File: config.mk
export PLATFORM = sky130hd
export DESIGN_NAME = round_key_sequencer
export DESIGN_NICKNAME = d
export VERILOG_FILES = /design/src/rtl/round_key_sequencer.sv
export SDC_FILE = /design/constraint.sdc
export NUM_CORES = 2
export LEC_CHECK = 0
export ABC_AREA = 1
export BUFFER_PORTS_ARGS = -buffer_cell sky130_fd_sc_hd__buf_2
export CAP_MARGIN = 20
export CORE_AREA = 2 2 607 609
export DETAILED_ROUTE_END_ITERATION = 8
export DIE_AREA = 0 0 609 611
export GPL_ROUTABILITY_DRIVEN = 0
export PLACE_DENSITY_LB_ADDON = 0.2
export REMOVE_ABC_BUFFERS = 1
export SYNTH_ARGS = -nofsm -noshare
export SYNTH_HDL_FRONTEND = slang
export SYNTH_SLANG_ARGS = --single-unit
File: constraint.sdc
create_clock -name clk -period 51.7 [get_ports clk]
set_input_delay 10.34 -clock clk [delete_from_list [all_inputs] [get_ports clk]]
set_output_delay 10.34 -clock clk [all_outputs]
set_load 0.01 [all_outputs]
File: src/rtl/round_key_sequencer.sv
// Round-key sequencer: captures an expanded AES key schedule and streams one
// round key per valid/ready handshake, forward for encryption or reversed for decryption.
module round_key_sequencer #(
    parameter int Nb = 4,
    parameter int Nk = 4,
    parameter int Nr = 10
) (
    input  logic                    clk,
    input  logic                    reset,
    input  logic                    start,
    input  logic                    decrypt,
    input  logic [0:32*Nb*(Nr+1)-1] key_words,
    input  logic                    ready,
    output logic [0:32*Nb-1]        round_key,
    output logic [3:0]              round_idx,
    output logic                    valid,
    output logic                    last,
    output logic                    busy,
    output logic                    done
);

    localparam int unsigned RK_W     = 32 * Nb;
    localparam int unsigned NUM_KEYS = Nr + 1;
    localparam int unsigned SCHED_W  = RK_W * NUM_KEYS;
    localparam logic [3:0]  IDX_LAST = 4'(Nr);

    generate
        if (!(Nk == 4 || Nk == 6 || Nk == 8) || Nr < 1 || Nr > 15) begin : g_bad_cfg
            $error("round_key_sequencer: unsupported Nk/Nr combination");
        end
    endgenerate

    typedef enum logic [1:0] {
        S_IDLE  = 2'd0,
        S_ISSUE = 2'd1,
        S_DONE  = 2'd2
    } state_t;

    state_t               state_q, state_d;
    logic [3:0]           idx_q, idx_d;
    logic                 dec_q, dec_d;
    logic                 valid_q, valid_d;
    logic                 last_q, last_d;
    logic                 done_q, done_d;
    logic [0:SCHED_W-1]   key_q, key_d;

    logic [3:0]           idx_step;
    logic                 step_is_last;

    // Neighbouring index in the current direction and whether it ends the sequence.
    always_comb begin
        idx_step     = dec_q ? (idx_q - 4'd1) : (idx_q + 4'd1);
        step_is_last = dec_q ? (idx_step == 4'd0) : (idx_step == IDX_LAST);
    end

    always_comb begin
        state_d = state_q;
        idx_d   = idx_q;
        dec_d   = dec_q;
        valid_d = valid_q;
        last_d  = last_q;
        done_d  = 1'b0;
        key_d   = key_q;
        unique case (state_q)
            S_IDLE: begin
                valid_d = 1'b0;
                last_d  = 1'b0;
                if (start) begin
                    key_d   = key_words;
                    dec_d   = decrypt;
                    idx_d   = decrypt ? IDX_LAST : 4'd0;
                    valid_d = 1'b1;
                    state_d = S_ISSUE;
                end
            end
            S_ISSUE: begin
                if (valid_q && ready) begin
                    if (last_q) begin
                        valid_d = 1'b0;
                        last_d  = 1'b0;
                        done_d  = 1'b1;
                        state_d = S_DONE;
                    end else begin
                        idx_d  = idx_step;
                        last_d = step_is_last;
                    end
                end
            end
            S_DONE: begin
                valid_d = 1'b0;
                last_d  = 1'b0;
                state_d = S_IDLE;
            end
            default: begin
                valid_d = 1'b0;
                last_d  = 1'b0;
                state_d = S_IDLE;
            end
        endcase
    end

    always_ff @(posedge clk or posedge reset) begin
        if (reset) begin
            state_q <= S_IDLE;
            idx_q   <= '0;
            dec_q   <= 1'b0;
            valid_q <= 1'b0;
            last_q  <= 1'b0;
            done_q  <= 1'b0;
            key_q   <= '0;
        end else begin
            state_q <= state_d;
            idx_q   <= idx_d;
            dec_q   <= dec_d;
            valid_q <= valid_d;
            last_q  <= last_d;
            done_q  <= done_d;
            key_q   <= key_d;
        end
    end

    // Key selection reads only the captured schedule, never key_words.
    always_comb begin
        round_key = '0;
        for (int unsigned r = 0; r < NUM_KEYS; r++) begin
            if (idx_q == 4'(r)) begin
                round_key = key_q[r*RK_W +: RK_W];
            end
        end
    end

    assign round_idx = idx_q;
    assign valid     = valid_q;
    assign last      = last_q;
    assign done      = done_q;
    assign busy      = (state_q != S_IDLE);

endmodule

==> results by group <==
Run status
  • Status: finished, final reports clean

STA
  • Period utilisation layout: 30.0%
  • Unrepaired setup endpoints after global routing: no
  • FMAX: 64.4 MHz
  • Setup violators final: 0
  • Setup Skew: 0.0434 ns
  • Fin crit period: 15.53 ns
  • Final worst slack: 36.17 ns
  • Final hold vios: 0
  • Max_slew headroom: 13.3%
  • Final setup TNS: 0 ns
  • Slew Viols, Final: 0
  • Worst slew pin tran: 1.30 ns

Clock tree
  • CTS resizes: 0
  • CTS Buf Count: 185
  • CTS Buffer Depth: 4
  • Clock sinks: 1418
  • Hold buffers post-CTS: 0
  • H-tree levels: 4
  • Clock Latency Late Sink: 0.85 ns
  • Root buf cell: clkbuf_16
  • Postcts setup bufs: 0
  • CTS clk-pin slew, worst paths: 0.06 ns
  • CTS tree: yes

Synth
  • Mapped Avg Cell Area: 7.08 µm²
  • Cell Area, Synth: 0.0680 mm²
  • Synth top area share: 52.2%
  • Area leader, netlist: dfrtp_1
  • Netlist cell types: 27
  • Synth top area cells: dfrtp_1 (52%), nand2_1 (30%), inv_1 (3.6%)
  • Ys Warns: 0
  • Synth Register Bits: 1418
  • Register area share after synthesis: 52.2%
  • Post-Syn Instances: 9602

Setup path
  • CP most frequent cell: nand2_1
  • Worst path max stage delay: 0.65 ns
  • Crit end category: output port
  • Worst path cell trace: nor2_4 > nand2_4 > buf_4 > buf_4 > buf_4 > nand3_1 > nand2_1 > nand3_1 > nand2_1 > nand2_1 > o21ai_1 > nand2_1 > nand2_1 > nand2_1 > buf_2
  • CP Data Arrival Time: 5.19 ns
  • Worst EP required: 41.36 ns
  • Crit Path Max Fanout: 44
  • Crit-path slowest cell: dfrtp_1
  • Family with the most delay on the worst path: buffers and inverters
  • Startpoint types: flop
  • Crit Path Category: reg2out
  • CP Buf/Inv Count: 4

Pwr
  • Worst IR Drop VDD: 0.0000290 V
  • P per Cell Area: 56.4 mW/mm²
  • Pleak: 47.3 nW

Route
  • First-pass DRT Iterations: 5
  • Routed Antenna Nets: 0
  • Routed WL: 337 mm
  • Via Count: 64700
  • Mean routed wirelength per cell: 21.2 µm
  • Vias per inst: 4.07
  • DRC viols: 0
  • Iter 0 DRT Violations: 4663

Floorplan
  • # rows: 222
  • DIE AREA: 0.372 mm²
  • Total core area: 0.365 mm²
  • Initial Util: 18.6%
  • Die Width: 609 µm
  • I/O Pins: 1549
  • Die Ht: 611 µm

Cells and area
  • Final #Nets: 12300
  • End-of-flow core utilization: 23.7%
  • FILL cells: 41700
  • Layout cells sized above 1: 17.9%
  • P&R area growth vs syn: 27.3%

Placement
  • Detailed placer's ending HPWL: 243 mm
  • I/O Buffers: 1548
  • Setup WS pre-CTS: 35.95 ns

GRT
  • Vias in the first global route: 64300
  • Total track usage: 17.5%
  • Initial antenna violation count: 279
  • Global-route wire length before repair: 476 mm
  • Pin count of the biggest net entering global routing: 201
  • GRT Residual Overflow: 0

Run
  • Max-cap violations: 0

Worst hold path
  • Worst min path class: reg2reg
==> tightest hold or removal path: stages (launching register included) <==
cell     delay [ns]
dfrtp_1        0.33
nand2_1        0.05
nand2_1        0.05
==> synth_stat cells <==
cell type and number:
xor2_1 4, or2_1 2, nand3_2 2, nor3_1 2, buf_1 8, o21a_1 1
nand2_1 5497, dfrtp_1 1418, ha_1 5, nand4_1 8, clkinv_1 115, o21ai_1 166
nand3_1 269, nand3b_1 1, nor2_1 271, buf_4 15, inv_1 660, clkbuf_1 289
o22ai_1 2, nor2_2 2, or2_2 2, a21oi_1 128, a22oi_1 2, inv_2 8
buf_2 249, nor2_4 3, o21ai_0 473
==> routing by layer <==
metal	share of wire (%)	up-vias	GRT usage, %
met5	0.17	-	0
met4	3.2	90	5.09
met3	4.9	741	2.98
met2	49	1795	30.4
met1	43	30500	22.3
li1	-	31600	-
==> area by class of cell <==
type                    instances  area, µm²  share of cell area, %
flip-flops and latches       1418      35500                   41.0
diodes                         57        143                  0.165
clock buffers                 275       5520                   6.38
repair buffers               1661       8730                   10.1
well taps                    4816       6030                   6.96
inverters                     783       2980                   3.44
clock inverters                50        547                  0.631
multi-input cells            6840      27200                   31.4
==> placed cells by master (no fill, tap or decap), drive strengths merged, types with 57 or more instances in the layout <==
cell and count:
clkinv 143, inv 676, a21oi 128, nor2 276, o21ai 639, nand3 271, nand2 5497, diode 57
dfrtp 1418, clkbuf 275, buf 1661
==> through the flow <==
step / power [mW] / instance area (µm²) / hold WS (ns) / std cells
global route: 5.29 / 86600 / 0.485 / 15900
finish: 4.89 / 86600 / 0.470 / 15900
CTS: 4.99 / 86500 / 0.476 / 15800
detailed placement: 3.61 / 80400 / 0.460 / 15500
global placement: 3.61 / 80400 / 0.457 / 15500
floorplan: 3.04 / 65600 / 0.441 / 9041
==> registers in the layout (all words and copies together) (netlist names) <==
name,count
key_q,1408
round_idx,4
state_q,2
dec_q,1
done,1
last,1
valid,1
==> power by group <==
part	switching, mW	internal (mW)
clock network	0.551	0.778
logic	1.13	0.553
registers	0.259	1.62
total	1.94	2.95
==> path summary, 6_finish.rpt <==
path                              startpoint            to  slack (ns)  cells after the start
worst min-delay path              key_q[284]    key_q[284]        0.47                      2
worst max register to register    state_q[1]    key_q[622]       45.51                      9
min in group asynchronous              reset   key_q[1316]        9.54                      2
max in group asynchronous              reset   key_q[1102]       37.67                      7
worst min register to register    key_q[284]    key_q[284]        0.47                      2
worst max-delay path            round_idx[2]  round_key[7]       36.17                     15
==> cell families (layout without fill, tap and decap cells) <==
kind of cell / Yosys count / after routing / share of synthesized area [%]
AND/OR/NAND/NOR: 6059 / 6059 / 34.0
other: 0 / 57 / 0
adder cells (fa/ha/maj): 5 / 5 / 0.0920
AO/OA/AOI/OAI: 772 / 772 / 5.69
XOR/XNOR: 4 / 4 / 0.0515
flip-flops: 1418 / 1418 / 52.2
buffers and inverters: 1344 / 2769 / 7.96
(Power assumes the default switching activity.)
